==> src/rtl/bus_ready_generator.sv <==
// Wait-state and ready generator for the CPU (processor_ready) and 8237 DMA (dma_ready) bus paths.
// Optional build macro READY_TIMEOUT_EN adds a forced release when io_channel_ready stays low too long.
module bus_ready_generator #(
  parameter int unsigned IO_WAIT_STATES  = 1,
  parameter int unsigned MEM_WAIT_STATES = 0,
  parameter int unsigned DMA_WAIT_STATES = 1
`ifdef READY_TIMEOUT_EN
  ,
  parameter int unsigned TIMEOUT_CYCLES  = 255
`endif
) (
  input  logic       clock,
  input  logic       reset_n,
  input  logic       cpu_clock,
  input  logic       address_enable_n,
  input  logic [3:0] dma_acknowledge_n,
  input  logic       io_read_n,
  input  logic       io_write_n,
  input  logic       memory_read_n,
  input  logic       memory_write_n,
  input  logic       io_channel_ready,
  output logic       processor_ready,
  output logic       dma_ready,
  output logic       bus_timeout
);

  localparam int unsigned CNT_W = 4;

  typedef enum logic [1:0] {
    S_IDLE    = 2'd0,
    S_WAIT    = 2'd1,
    S_RELEASE = 2'd2
  } state_t;

  state_t           r_state;
  logic [CNT_W-1:0] r_count;
  logic             r_prev_cpu_clock;
  logic             r_prev_cmd;
  logic             r_processor_ready;
  logic             r_dma_ready;

  logic             w_cmd_active;
  logic             w_cmd_rise;
  logic             w_cpu_tick;
  logic             w_owner_cpu;
  logic             w_owner_dma;
  logic             w_io_cmd;
  logic [CNT_W-1:0] w_start_count;

  assign w_cmd_active = ~(io_read_n & io_write_n & memory_read_n & memory_write_n);
  assign w_cmd_rise   = w_cmd_active & ~r_prev_cmd;
  assign w_cpu_tick   = ~r_prev_cpu_clock & cpu_clock;
  assign w_owner_cpu  = ~address_enable_n;
  assign w_owner_dma  = address_enable_n & ~(&dma_acknowledge_n);
  assign w_io_cmd     = ~(io_read_n & io_write_n);

  // Wait-state count chosen by bus owner and command type at command start
  always_comb begin
    w_start_count = CNT_W'(MEM_WAIT_STATES);
    if (w_owner_dma) begin
      w_start_count = CNT_W'(DMA_WAIT_STATES);
    end else if (w_io_cmd) begin
      w_start_count = CNT_W'(IO_WAIT_STATES);
    end
  end

`ifdef READY_TIMEOUT_EN
  localparam int unsigned TMO_W = 16;
  localparam logic [TMO_W-1:0] TMO_LAST = TMO_W'(TIMEOUT_CYCLES - 1);

  logic [TMO_W-1:0] r_tmo_count;
  logic             r_bus_timeout;

  assign bus_timeout = r_bus_timeout;
`else
  assign bus_timeout = 1'b0;
`endif

  assign processor_ready = r_processor_ready;
  assign dma_ready       = r_dma_ready;

  // Command edge tracking runs through reset so a command held across reset is not re-accepted
  always_ff @(posedge clock) begin
    r_prev_cmd <= w_cmd_active;
    if (!reset_n) begin
      r_state           <= S_IDLE;
      r_count           <= '0;
      r_prev_cpu_clock  <= 1'b0;
      r_processor_ready <= 1'b1;
      r_dma_ready       <= 1'b1;
`ifdef READY_TIMEOUT_EN
      r_tmo_count       <= '0;
      r_bus_timeout     <= 1'b0;
`endif
    end else begin
      r_prev_cpu_clock <= cpu_clock;
`ifdef READY_TIMEOUT_EN
      r_bus_timeout    <= 1'b0;
`endif
      case (r_state)
        S_IDLE: begin
`ifdef READY_TIMEOUT_EN
          r_tmo_count <= '0;
`endif
          if (w_cmd_rise && (w_owner_cpu || w_owner_dma)) begin
            r_count <= w_start_count;
            r_state <= S_WAIT;
            if (w_owner_dma) begin
              r_dma_ready <= 1'b0;
            end else begin
              r_processor_ready <= 1'b0;
            end
          end
        end
        S_WAIT: begin
          if (!w_cmd_active) begin
            r_state           <= S_IDLE;
            r_count           <= '0;
            r_processor_ready <= 1'b1;
            r_dma_ready       <= 1'b1;
          end else if (w_cpu_tick) begin
            if (r_count != '0) begin
              r_count <= r_count - CNT_W'(1);
            end else if (io_channel_ready) begin
              r_state           <= S_RELEASE;
              r_processor_ready <= 1'b1;
              r_dma_ready       <= 1'b1;
`ifdef READY_TIMEOUT_EN
            end else if (r_tmo_count == TMO_LAST) begin
              r_state           <= S_RELEASE;
              r_processor_ready <= 1'b1;
              r_dma_ready       <= 1'b1;
              r_bus_timeout     <= 1'b1;
            end else begin
              r_tmo_count <= r_tmo_count + TMO_W'(1);
`endif
            end
          end
        end
        S_RELEASE: begin
          if (!w_cmd_active) begin
            r_state <= S_IDLE;
          end
        end
        default: begin
          r_state           <= S_IDLE;
          r_processor_ready <= 1'b1;
          r_dma_ready       <= 1'b1;
        end
      endcase
    end
  end

endmodule

==> config.mk <==
export PLATFORM = sky130hd
export DESIGN_NAME = bus_ready_generator
export DESIGN_NICKNAME = d
export VERILOG_FILES = /design/src/rtl/bus_ready_generator.sv
export SDC_FILE = /design/constraint.sdc
export NUM_CORES = 1
export LEC_CHECK = 0
export CAP_MARGIN = 25
export CORE_AREA = 2 2 39 41
export CTS_CLUSTER_DIAMETER = 80
export DETAILED_ROUTE_END_ITERATION = 16
export DIE_AREA = 0 0 41 43
export PLACE_DENSITY = 0.75
export SETUP_SLACK_MARGIN = 0.05
export SLEW_MARGIN = 10
export SYNTH_ARGS = -nofsm -noshare
export SYNTH_HDL_FRONTEND = slang
export SYNTH_SLANG_ARGS = --single-unit
==> constraint.sdc <==
create_clock -name clock -period 4.9 [get_ports clock]
set_clock_uncertainty 0.15 [all_clocks]
set_input_delay 0.735 -clock clock [delete_from_list [all_inputs] [get_ports clock]]
set_output_delay 0.735 -clock clock [all_outputs]
set_load 0.1 [all_outputs]
==> impl_metrics.csv <==
group,metric,value,unit
timing,rsz0062_at_grt,"no",
finish,fin_cells,101,
finish,fin_nets,101,
clocking,cts_root_buffer,"clkbuf_4",
synthesis,yosys.area_share.simple,0.243,
place,hpwl,1.01,mm
grt,grt_pass1_vias,537,
detailed_routing,drtIter0Drc,9,
timing,final.period_utilization,0.534,
synthesis,synthXorXnorAreaFrac,0,
synthesis,async_reset_ff_frac,0,
place,gp_congestion,0.776,
synthesis,ys_ff_latch,10,
synthesis,yosysWarnings,0,
place,dp.cells,97,
finish,layout.cells.most_common,"clkdlybuf4s50_1",
place,place_ws,2320,ps
timing,finalSetupTns,0,ps
hold_path,min_path_type,"flip-flop to flip-flop",
clocking,post_cts_buffers,0,
synthesis,muxShareOfSynthArea,0.0568,
worst_setup_path,cp_data_required_time,4010,ps
clocking,htree_levels,1,
finish,areaGrowthSynthToFinish,25.4,%
floorplan,ioPinCount,16,
grt,grt_pass1_wl,2.16,mm
synthesis,ys_types,39,
worst_setup_path,path_delay_family,"buffers and inverters",
timing,worstMarginPinSlew,958,ps
synthesis,synth_nets,86,
synthesis,synth_compound_area_frac,0.250,
detailed_routing,wl_per_cell,12.8,um
worst_setup_path,crit_path_start_kind,"flip-flop",
synthesis,synthTopCellsByArea,"dfxtp_1 (31%), ha_1 (3.9%), and4_4 (3.5%), buf_4 (3.5%), a31oi_1 (2.9%)",
grt,met3_usage,0.0628,
floorplan,coreArea,1380,um2
timing,holdWs,310,ps
finish,nFillCells,123,
floorplan,die_h,43,um
synthesis,synth_flop_cell,"dfxtp_1",
grt,grt_use_met2,0.294,
floorplan,core.rowCount,14,
worst_setup_path,slowest_stage,"clkdlybuf4s50_1",
finish,final_cell_mix,"clkdlybuf4s50_1 (14), dfxtp_1 (10), inv_1 (5)",
finish,drive_gt1_frac,0.141,
clocking,clk_path_buf_depth,2,
synthesis,syn-cell-area,639,um2
place,port_buffers,14,
synthesis,synth_cells,71,
power,p_leak,0.325,nW
clocking,cts.sinks,10,
job,drv_cap,0,
worst_setup_path,cp_max_fo,2,
synthesis,yosys.area.top_type,"dfxtp_1",
floorplan,die_area,1760,um2
synthesis,synth_edf_count,0,
status,status,"finished, final reports clean",
synthesis,seq_area_frac_synth,0.313,
detailed_routing,vias_per_cell,5.60,
place,dpl_cell_area,766,um2
floorplan,die_x,41,um
floorplan,start_util,0.462,
worst_setup_path,cp_num_buf_inv,1,
synthesis,synthAdderAreaFrac,0.0391,
timing,finalMaxSlewViolations,0,
grt,grt_remaining_overflow,0,
finish,stdcell_area,802,um2
detailed_routing,ant_nets,0,
grt,antenna_found_initial,0,
synthesis,yosys.area.top_type_share,0.313,
finish,diodes,0,
worst_setup_path,cp.arrival,1730,ps
grt,grt.total_usage,0.192,
clocking,cts_buffers,3,
detailed_routing,drt_first_pass_iters,4,
worst_setup_path,slowest_delay,1130,ps
synthesis,synth_top_family_by_area,"compound AO/OA/AOI/OAI gates",
timing,min_period,2620,ps
worst_setup_path,cp-end-kind,"primary output",
clocking,cts_hold_buf,0,
detailed_routing,drc,0,
worst_setup_path,critPathKind,"flip-flop to primary output",
clocking,clk_pin_slew,70,ps
synthesis,syn_area_per_cell,9.01,um2
timing,max_freq,0.382,GHz
power,pwr_density_cell,251,nW/um2
detailed_routing,drt-total-wl,1.30,mm
clocking,cts_resized,0,
clocking,cts_tree,"yes",
timing,final-setup-viol-count,0,
power,peakVddDrop,204,uV
grt,top_usage_layer,"met2",
worst_setup_path,path_cells,"clkdlybuf4s50_1",
detailed_routing,vias,566,
timing,setup_slack,2280,ps
grt,globalRouteMet1Util,0.216,
timing,slew-limit-headroom,0.359,
timing,hold_violations,0,
clocking,clkLatencyLatePin,280,ps
grt,grt_max_degree,9,
-- per-stage QoR --
step                power, mW  utilization
floorplan               0.113            -
global placement        0.127        0.553
detailed placement      0.127        0.553
CTS                     0.205        0.580
global route            0.211        0.580
finish                  0.202        0.580
-- sequential cells by signal (all words and copies together), names as in the netlist --
name and flops:
r_prev_cmd 1, r_prev_cpu_clock 1, dma_ready 1, processor_ready 1, r_state 2, r_count 4
-- path summary, 6_finish.rpt --
path	slack (ps)	endpoint	depth (start not counted)	startpoint
max	2280	dma_ready	1	dma_ready
max reg2reg	3020	r_count[1]	6	r_count[1]
min	310	dma_ready	2	dma_ready
min reg2reg	310	dma_ready	2	dma_ready
-- where the power goes --
part,internal (mW),total [mW],switching (mW)
clock network,0.0452,0.0758,0.0306
logic,0.0180,0.0391,0.0211
registers,0.0841,0.0867,0.00263
total,0.147,0.202,0.0543
-- cells by family after synthesis --
kind of cell | after synthesis
buffers and inverters | 10
adder cells (fa/ha/maj) | 2
AND/OR/NAND/NOR | 25
AO/OA/AOI/OAI | 20
flip-flops | 10
multiplexers | 3
other | 1
-- routing by layer --
layer  part of all wire  vias to the layer above
met2               0.48                       13
met4              0.030                        0
met3              0.046                        4
li1                   -                      294
met5                  0                        -
met1               0.44                      255
-- layout make-up --
type	count	area, um2	share of cell area
inverter	6	25.0	0.0312
multi-input combinational	51	380	0.474
clock buffer	4	36.3	0.0452
tap	16	20.0	0.0250
timing repair buffer	14	140	0.175
sequential	10	200	0.250
-- synth_stat cells (2+ instances only) --
library cell / n
and4_4: 2
nor2_1: 4
nand4_1: 2
nand3_1: 3
nor2b_1: 2
ha_1: 2
a31oi_1: 3
inv_1: 5
a21oi_1: 2
dfxtp_1: 10
nand2_1: 3
and2_1: 2
buf_4: 3
a211o_1: 2
nor3_1: 2
Power figures use the tool's default switching activity.
